<file path="src/rtl/alu_pkg.sv">
// alu_pkg: shared widths, opcodes, flag positions and FSM states for the ALU execute unit
package alu_pkg;
    localparam int WIDTH   = 16;
    localparam int SHAMT_W = 4;

    localparam logic [2:0] OP_ADD = 3'b000;
    localparam logic [2:0] OP_SUB = 3'b001;
    localparam logic [2:0] OP_AND = 3'b010;
    localparam logic [2:0] OP_OR  = 3'b011;
    localparam logic [2:0] OP_XOR = 3'b100;
    localparam logic [2:0] OP_SHL = 3'b101;
    localparam logic [2:0] OP_SHR = 3'b110;
    localparam logic [2:0] OP_NOT = 3'b111;

    localparam int FLG_Z = 0;
    localparam int FLG_C = 1;
    localparam int FLG_V = 2;
    localparam int FLG_N = 3;

    typedef enum logic [1:0] {
        ST_IDLE  = 2'd0,
        ST_EXEC  = 2'd1,
        ST_SHIFT = 2'd2,
        ST_RESP  = 2'd3
    } state_t;

    function automatic logic [3:0] mk_flags(input logic n, input logic v, input logic c, input logic z);
        logic [3:0] f;
        f        = '0;
        f[FLG_N] = n;
        f[FLG_V] = v;
        f[FLG_C] = c;
        f[FLG_Z] = z;
        return f;
    endfunction
endpackage

</file>
<file path="src/rtl/alu_exec_unit_if.sv">
// alu_exec_unit_if: request/response handshake bundle between requester and ALU execute unit
interface alu_exec_unit_if;
    import alu_pkg::*;
    logic             req_valid;
    logic             req_ready;
    logic [WIDTH-1:0] req_a;
    logic [WIDTH-1:0] req_b;
    logic [2:0]       req_op;
    logic             rsp_valid;
    logic             rsp_ready;
    logic [WIDTH-1:0] rsp_result;
    logic [3:0]       rsp_flags;

    modport master (
        output req_valid, req_a, req_b, req_op, rsp_ready,
        input  req_ready, rsp_valid, rsp_result, rsp_flags
    );

    modport slave (
        input  req_valid, req_a, req_b, req_op, rsp_ready,
        output req_ready, rsp_valid, rsp_result, rsp_flags
    );
endinterface

</file>
<file path="src/rtl/alu_core_comb.sv">
// alu_core_comb: single-cycle ADD/SUB/logic/NOT datapath with flag generation
module alu_core_comb
    import alu_pkg::*;
(
    input  logic [WIDTH-1:0] a,
    input  logic [WIDTH-1:0] b,
    input  logic [2:0]       op,
    output logic [WIDTH-1:0] result,
    output logic [3:0]       flags
);
    logic [WIDTH:0] sum;
    logic [WIDTH:0] diff;
    logic           c;
    logic           v;

    // Widened add/sub expose carry and borrow; overflow from operand/result sign bits
    always_comb begin
        sum    = {1'b0, a} + {1'b0, b};
        diff   = {1'b0, a} - {1'b0, b};
        result = '0;
        c      = 1'b0;
        v      = 1'b0;
        case (op)
            OP_ADD: begin
                result = sum[WIDTH-1:0];
                c      = sum[WIDTH];
                v      = (a[WIDTH-1] == b[WIDTH-1]) && (sum[WIDTH-1] != a[WIDTH-1]);
            end
            OP_SUB: begin
                result = diff[WIDTH-1:0];
                c      = ~diff[WIDTH];
                v      = (a[WIDTH-1] != b[WIDTH-1]) && (diff[WIDTH-1] != a[WIDTH-1]);
            end
            OP_AND:  result = a & b;
            OP_OR:   result = a | b;
            OP_XOR:  result = a ^ b;
            OP_NOT:  result = ~a;
            default: result = '0;
        endcase
        flags = mk_flags(result[WIDTH-1], v, c, result == '0);
    end
endmodule

</file>
<file path="src/rtl/alu_exec_unit.sv">
// alu_exec_unit: handshaked ALU responder with a bit-serial shifter and registered result/flags
module alu_exec_unit
    import alu_pkg::*;
(
    input  logic           clk,
    input  logic           rst,
    alu_exec_unit_if.slave bus
);
    state_t             state_q, state_d;
    logic [WIDTH-1:0]   a_q, a_d, b_q, b_d;
    logic [2:0]         op_q, op_d;
    logic [WIDTH-1:0]   sh_q, sh_d;
    logic [SHAMT_W-1:0] cnt_q, cnt_d;
    logic               c_q, c_d;
    logic [WIDTH-1:0]   result_q, result_d;
    logic [3:0]         flags_q, flags_d;
    logic               req_ready_q, req_ready_d;
    logic               rsp_valid_q, rsp_valid_d;
    logic [WIDTH-1:0]   core_result;
    logic [3:0]         core_flags;
    logic               accept;
    logic               is_shift;

    alu_core_comb u_core (
        .a      (a_q),
        .b      (b_q),
        .op     (op_q),
        .result (core_result),
        .flags  (core_flags)
    );

    assign bus.req_ready  = req_ready_q;
    assign bus.rsp_valid  = rsp_valid_q;
    assign bus.rsp_result = result_q;
    assign bus.rsp_flags  = flags_q;

    // Next-state: latch on accept, compute or shift one bit per cycle, hold response until consumed
    always_comb begin
        state_d  = state_q;
        a_d      = a_q;
        b_d      = b_q;
        op_d     = op_q;
        sh_d     = sh_q;
        cnt_d    = cnt_q;
        c_d      = c_q;
        result_d = result_q;
        flags_d  = flags_q;
        accept   = req_ready_q && bus.req_valid;
        is_shift = (bus.req_op == OP_SHL) || (bus.req_op == OP_SHR);
        case (state_q)
            ST_IDLE: begin
                if (accept) begin
                    a_d     = bus.req_a;
                    b_d     = bus.req_b;
                    op_d    = bus.req_op;
                    sh_d    = bus.req_a;
                    cnt_d   = bus.req_b[SHAMT_W-1:0];
                    c_d     = 1'b0;
                    state_d = is_shift ? ST_SHIFT : ST_EXEC;
                end
            end
            ST_EXEC: begin
                result_d = core_result;
                flags_d  = core_flags;
                state_d  = ST_RESP;
            end
            ST_SHIFT: begin
                if (cnt_q != '0) begin
                    sh_d  = (op_q == OP_SHL) ? {sh_q[WIDTH-2:0], 1'b0} : {1'b0, sh_q[WIDTH-1:1]};
                    c_d   = (op_q == OP_SHL) ? sh_q[WIDTH-1] : sh_q[0];
                    cnt_d = cnt_q - SHAMT_W'(1);
                end else begin
                    result_d = sh_q;
                    flags_d  = mk_flags(sh_q[WIDTH-1], 1'b0, c_q, sh_q == '0);
                    state_d  = ST_RESP;
                end
            end
            ST_RESP: begin
                if (bus.rsp_ready) state_d = ST_IDLE;
            end
            default: state_d = ST_IDLE;
        endcase
        req_ready_d = (state_d == ST_IDLE);
        rsp_valid_d = (state_d == ST_RESP);
    end

    // State and output registers; reset abandons any in-flight operation
    always_ff @(posedge clk or posedge rst) begin
        if (rst) begin
            state_q     <= ST_IDLE;
            a_q         <= '0;
            b_q         <= '0;
            op_q        <= '0;
            sh_q        <= '0;
            cnt_q       <= '0;
            c_q         <= 1'b0;
            result_q    <= '0;
            flags_q     <= '0;
            req_ready_q <= 1'b1;
            rsp_valid_q <= 1'b0;
        end else begin
            state_q     <= state_d;
            a_q         <= a_d;
            b_q         <= b_d;
            op_q        <= op_d;
            sh_q        <= sh_d;
            cnt_q       <= cnt_d;
            c_q         <= c_d;
            result_q    <= result_d;
            flags_q     <= flags_d;
            req_ready_q <= req_ready_d;
            rsp_valid_q <= rsp_valid_d;
        end
    end
endmodule

</file>
<file path="src/flat_wrapper.sv">
// flat-port wrapper written by rule: the top's interface ports become plain ports
module alu_exec_unit_flat import alu_pkg::*;
  (clk, rst, bus_req_valid, bus_req_a, bus_req_b, bus_req_op, bus_rsp_ready, bus_req_ready, bus_rsp_valid, bus_rsp_result, bus_rsp_flags);
  alu_exec_unit_if bus_i ();
  input  logic clk;
  input  logic rst;
  input wire logic [$bits(bus_i.req_valid)-1:0] bus_req_valid;
  input wire logic [$bits(bus_i.req_a)-1:0] bus_req_a;
  input wire logic [$bits(bus_i.req_b)-1:0] bus_req_b;
  input wire logic [$bits(bus_i.req_op)-1:0] bus_req_op;
  input wire logic [$bits(bus_i.rsp_ready)-1:0] bus_rsp_ready;
  output wire logic [$bits(bus_i.req_ready)-1:0] bus_req_ready;
  output wire logic [$bits(bus_i.rsp_valid)-1:0] bus_rsp_valid;
  output wire logic [$bits(bus_i.rsp_result)-1:0] bus_rsp_result;
  output wire logic [$bits(bus_i.rsp_flags)-1:0] bus_rsp_flags;
  assign bus_i.req_valid = bus_req_valid;
  assign bus_i.req_a = bus_req_a;
  assign bus_i.req_b = bus_req_b;
  assign bus_i.req_op = bus_req_op;
  assign bus_i.rsp_ready = bus_rsp_ready;
  assign bus_req_ready = bus_i.req_ready;
  assign bus_rsp_valid = bus_i.rsp_valid;
  assign bus_rsp_result = bus_i.rsp_result;
  assign bus_rsp_flags = bus_i.rsp_flags;
  alu_exec_unit u_core (.clk(clk), .rst(rst), .bus(bus_i));
endmodule
</file>
<file path="config.mk">
export PLATFORM = sky130hd
export DESIGN_NAME = alu_exec_unit_flat
export DESIGN_NICKNAME = d
export VERILOG_FILES = /design/src/rtl/alu_pkg.sv /design/src/rtl/alu_exec_unit_if.sv /design/src/rtl/alu_core_comb.sv /design/src/rtl/alu_exec_unit.sv /design/src/flat_wrapper.sv
export SDC_FILE = /design/constraint.sdc
export NUM_CORES = 1
export LEC_CHECK = 0
export ABC_AREA = 1
export CORE_AREA = 5 5 111 113
export CTS_CLUSTER_SIZE = 10
export DETAILED_ROUTE_END_ITERATION = 7
export DIE_AREA = 0 0 116 118
export GPL_TIMING_DRIVEN = 0
export PLACE_DENSITY = 0.85
export SLEW_MARGIN = 30
export SYNTH_ARGS = -nofsm -noshare
export SYNTH_HDL_FRONTEND = slang
export SYNTH_SLANG_ARGS = --single-unit
</file>
<file path="constraint.sdc">
create_clock -name clk -period 7.63 [get_ports clk]
set_clock_uncertainty 0.2 [all_clocks]
set_input_delay 1.526 -clock clk [delete_from_list [all_inputs] [get_ports clk]]
set_output_delay 1.526 -clock clk [all_outputs]
set_load 0.1 [all_outputs]
</file>
# Word level (Yosys, flattened, before mapping)
# Cells that the tools add are included.
[totals]
regBits = 80
in_bits = 39
out_inout_bits = 22
wordCells = 76
[op_classes]
n_addsub = 3
eq_ne = 19
n_mux = 23
n_bitwise = 5
n_reduce_logical = 15
[ops]
columns = ["cell", "n"]
rows = [
  ["$pmux 16 s6", 1],
  ["$mux 16", 4],
  ["$pmux 16 s2", 2],
  ["$logic_not 16->1", 2],
  ["$add 16x16->17", 1],
  ["$sub 16x16->17", 1],
  ["$and 16x16->16", 1],
  ["$not 16->16", 1],
  ["$or 16x16->16", 1],
  ["$pmux 4 s2", 2],
  ["$xor 16x16->16", 1],
  ["$eq 3x3->1 const B", 5],
  ["$mux 4", 3],
  ["$mux 2", 4],
  ["$pmux 2 s4", 1],
  ["$eq 2x2->1 const B", 3],
  ["$eq 3x2->1 const B", 2],
  ["$pmux 1 s2", 3],
  ["$logic_not 2->1", 2],
  ["$ne 2x2->1 const B", 2],
  ["$reduce_and 2->1", 2],
  ["$reduce_bool 2->1", 2],
  ["$reduce_bool 4->1", 1],
  ["$sub 4x1->4 const B", 1],
  ["11 further kinds", 17],
]

# Logic depth before layout (Yosys ltp)
[logic_depth]
depth_word = 6
depth_mapped = 19
depth_no_buf = 18

# Modules after synthesis
# Synthesis repeated with hierarchy kept, for this count alone.
[hier_totals]
hier_cells = 1095
area_unflattened_um2 = 6782.8
[modules_own_cells]
columns = ["module", "n_inst", "cells_per_inst", "area_per_inst_um2"]
rows = [
  ["alu_exec_unit", 1, 524, 3818.7],
  ["alu_core_comb", 1, 571, 2964.1],
]

# Worst setup path before layout
# No wires, ideal clock.
[synth_path]
kind = "register to output"
start = "register u_core.bus.rsp_flags[3] (netlist name)"
end = "output bus_rsp_result[15]"
arrival_ns = 1.340
t_required_ns = 5.904
setup_slack_ns = 4.564
path_stages_with_launch = 2
path_buffers = 1
path_cell_list = "dfrtp_1 > buf_4"
[synth_lines]
columns = ["item", "line", "text"]
rows = [
  ["to (decl)", "flat_wrapper.sv:14", "output wire logic [$bits(bus_i.rsp_result)-1:0] bus_rsp_result;"],
]

# Final worst setup path
[layout_path]
start = "register u_core.req_ready_q (netlist: u_core.bus.req_ready)"
end = "output bus_req_ready"
[layout_lines]
columns = ["item", "line", "text"]
rows = [
  ["from (decl)", "alu_exec_unit.sv:17", "logic req_ready_q, req_ready_d;"],
  ["from (signal assigned)", "alu_exec_unit.sv:111", "req_ready_q <= req_ready_d;"],
  ["to (decl)", "flat_wrapper.sv:12", "output wire logic [$bits(bus_i.req_ready)-1:0] bus_req_ready;"],
]
# No word-level cell between the ends.

==> summary.txt <==
Status - finished clean
Worst-skew pair later-pin latency - 350 ps
DR vias - 7049
Layout cells sized above 1 - 7.55%
Row cnt - 39
# clock sinks - 79
Slew Viols, Final - 0
Total CTS buffers - 9
Post-DRT Antenna Nets - 0
Gr ovfl total - 0
Pre-antenna DRT Iters - 6
Post-cts sizing count - 0
RSZ-0062 raised after global routing - false
Post-Syn Area - 6590 sq um
Placed Area - 7400 sq um
Synth area leader - dfrtp_1
Synthesized flop and latch total - 79
Setup TNS - 0 ps
Fill cell count - 995
Average size of a mapped cell - 6.71 sq um
Top Ports - 61
Number of port buffers - 60
Ys flop type - dfrtp_1
Cells along the critical path - clkdlybuf4s50_1
Clock Pin Slew Worst Setup and Hold Paths - 70 ps
Max Freq - 265 MHz
WS Path Type - flip-flop to primary output
Number of max-cap violations - 0
H-tree Lvls - 3
Nets - 1148
Vias in the first global route - 6732
Design area - 7730 sq um
Crit-path leading delay family - buffers and inverters
Worst r2r path cells - 14
Initial antenna violation count - 1
Root buffer cell - clkbuf_16
Overall routing resource usage - 32.8%
Critical Path AT - 2040 ps
Rel. slew slack - 31.9%
Final WS setup - 3860 ps
Final setup viols - 0
GP Congestion - 1.02
CP Capture Type - primary output
Period utilisation layout - 49.4%
Min-Delay Startpoint - u_core.bus.rsp_flags[1]
CP required - 5900 ps
Ranking of synthesized cells by area - dfrtp_1, nand2_1, ha_1, inv_1, o21ai_0
Buf/Inv on CP - 1
Hold-fix buffers at CTS - 0
DR vias/cell - 5.86
Worst hold path class - flip-flop to flip-flop
Reg-to-reg startpoint - u_core.b_q[0]
Worst slew pin tran - 1020 ps
Mapped Nets - 1076
P&R area growth vs syn - 17.3%
Largest net degree at the start of global routing - 52
Post-synth ARST share - 100%
Most common cell in the netlist - nand2_1
Gate Count Post-Synth - 982
DRC viols - 0
Clock buffer depth - 2
Post-synth EDFFs - 0
Hold Path Depth - 2
Post-DP HPWL - 16600 microns
CP max stage delay - 1150 ps
TritonCTS clock tree - yes
Die ar. - 13700 sq um
Synth warn - 0
Hold Crit Endpoint - u_core.bus.rsp_flags[1]
Period minus WS final - 3770 ps
Iteration-0 DRC Markers - 842
Post-synth top area share - 29.6%
Final hold viol count - 0
CP Max Fanout - 2
Synth cell types - 40
Worst slack, placed - 3940 ps
Total wire length - 21800 microns
Die Ht - 118 microns
Starting Density - 58.7%
Critical Path Start Type - flip-flop
Critical register-to-register path endpoint - u_core.bus.rsp_flags[0]
Die W - 116 microns
DR WL/cell - 18.1 microns
First-pass GRT wire length - 35100 microns
Critical-path top delay cell - clkdlybuf4s50_1
Core Box Area - 11200 sq um
Register area share after synthesis - 30.0%
Post CTS Setup Buffer Count - 0
Reg2reg setup slack - 4690 ps
Synth cell count leaders - nand2_1, inv_1, o21ai_0, nor2_1, dfrtp_1
==> worst max-delay path by stage <==
stage,end,cells past startpoint,startpoint,slack [ps]
after detailed placement,u_core.b_q[7],7,bus_req_valid,3940
after global routing,bus_req_ready,1,u_core.bus.req_ready,3850
after floorplan,u_core.a_q[0],1,rst,3880
final,bus_req_ready,1,u_core.bus.req_ready,3860
after global placement,u_core.b_q[5],2,rst,2530
after CTS,bus_req_ready,1,u_core.bus.req_ready,3860
==> per-stage QoR <==
stage / hold WS, ps / cells / util [%]
2_1_floorplan: 254 / 982 / -
5_1_grt: 310 / 1202 / 68.9
3_5_place_dp: 269 / 1186 / 65.9
4_1_cts: 287 / 1202 / 68.9
3_3_place_gp: 264 / 1185 / 65.7
6_report: 285 / 1203 / 68.9
==> routing by layer <==
layer / global-route usage, % / part of all wire (%) / vias to the layer above
li1: - / - / 3342
met1: 47.3 / 43 / 3243
met2: 47.2 / 43 / 385
met3: 6.02 / 9.5 / 77
met4: 14.7 / 4.2 / 2
met5: 0 / 0.037 / -
==> cell type report <==
cell class,instances,area (sq um),area share (%)
Antenna cell,1,2.50,0.0324
Buffer,43,231,2.99
Clock buffer,9,225,2.91
Clock inverter,7,103,1.33
Inverter,154,583,7.54
Multi-Input combinational cell,706,3800,49.2
Sequential cell,79,1980,25.6
Tap cell,143,179,2.31
Timing Repair Buffer,61,628,8.12
==> logic make-up (layout without fill, tap and decap cells) <==
group	count (synthesis)	in the layout	synth area share, %
AO/OA/AOI/OAI	203	203	17.4
XOR/XNOR	3	3	0.399
adder cells (fa/ha/maj)	55	55	10.7
buffers and inverters	197	274	12.3
flip-flops	79	79	30.0
other	0	1	0
AND/OR/NAND/NOR	445	445	29.2
==> flip-flops by register name (all words and copies together) (netlist names) <==
name / cells
u_core.b_q: 16
u_core.bus.rsp_flags: 4
u_core.state_q: 2
u_core.cnt_q: 4
u_core.bus.rsp_result: 15
u_core.bus.req_ready: 1
u_core.sh_q: 16
u_core.a_q: 16
u_core.c_q: 1
u_core.bus.rsp_valid: 1
u_core.op_q: 3
==> worst min-delay path, stage by stage (launching register included) <==
cell and delay, ps:
dfrtp_1 340, nand2_1 50, nand2_1 60
==> cell usage in the layout (no fill, tap or decap), types with 6 or more instances in the layout <==
cell type	netlist	routed
nand2_1	241	241
inv_1	140	139
o21ai_0	83	83
nor2_1	79	79
dfrtp_1	78	78
nand3_1	76	76
clkdlybuf4s50_1	0	60
a21oi_1	58	58
ha_1	53	53
o22ai_1	22	22
clkbuf_1	20	20
a211oi_1	16	16
nand4_1	14	14
buf_4	14	14
inv_2	12	12
clkbuf_16	0	9
buf_2	8	8
nor2_2	7	7
o211ai_1	6	6
Power is left out: the tool's default activity adds up to more than one toggle a clock period on the data nets, which glitch-free logic cannot reach.
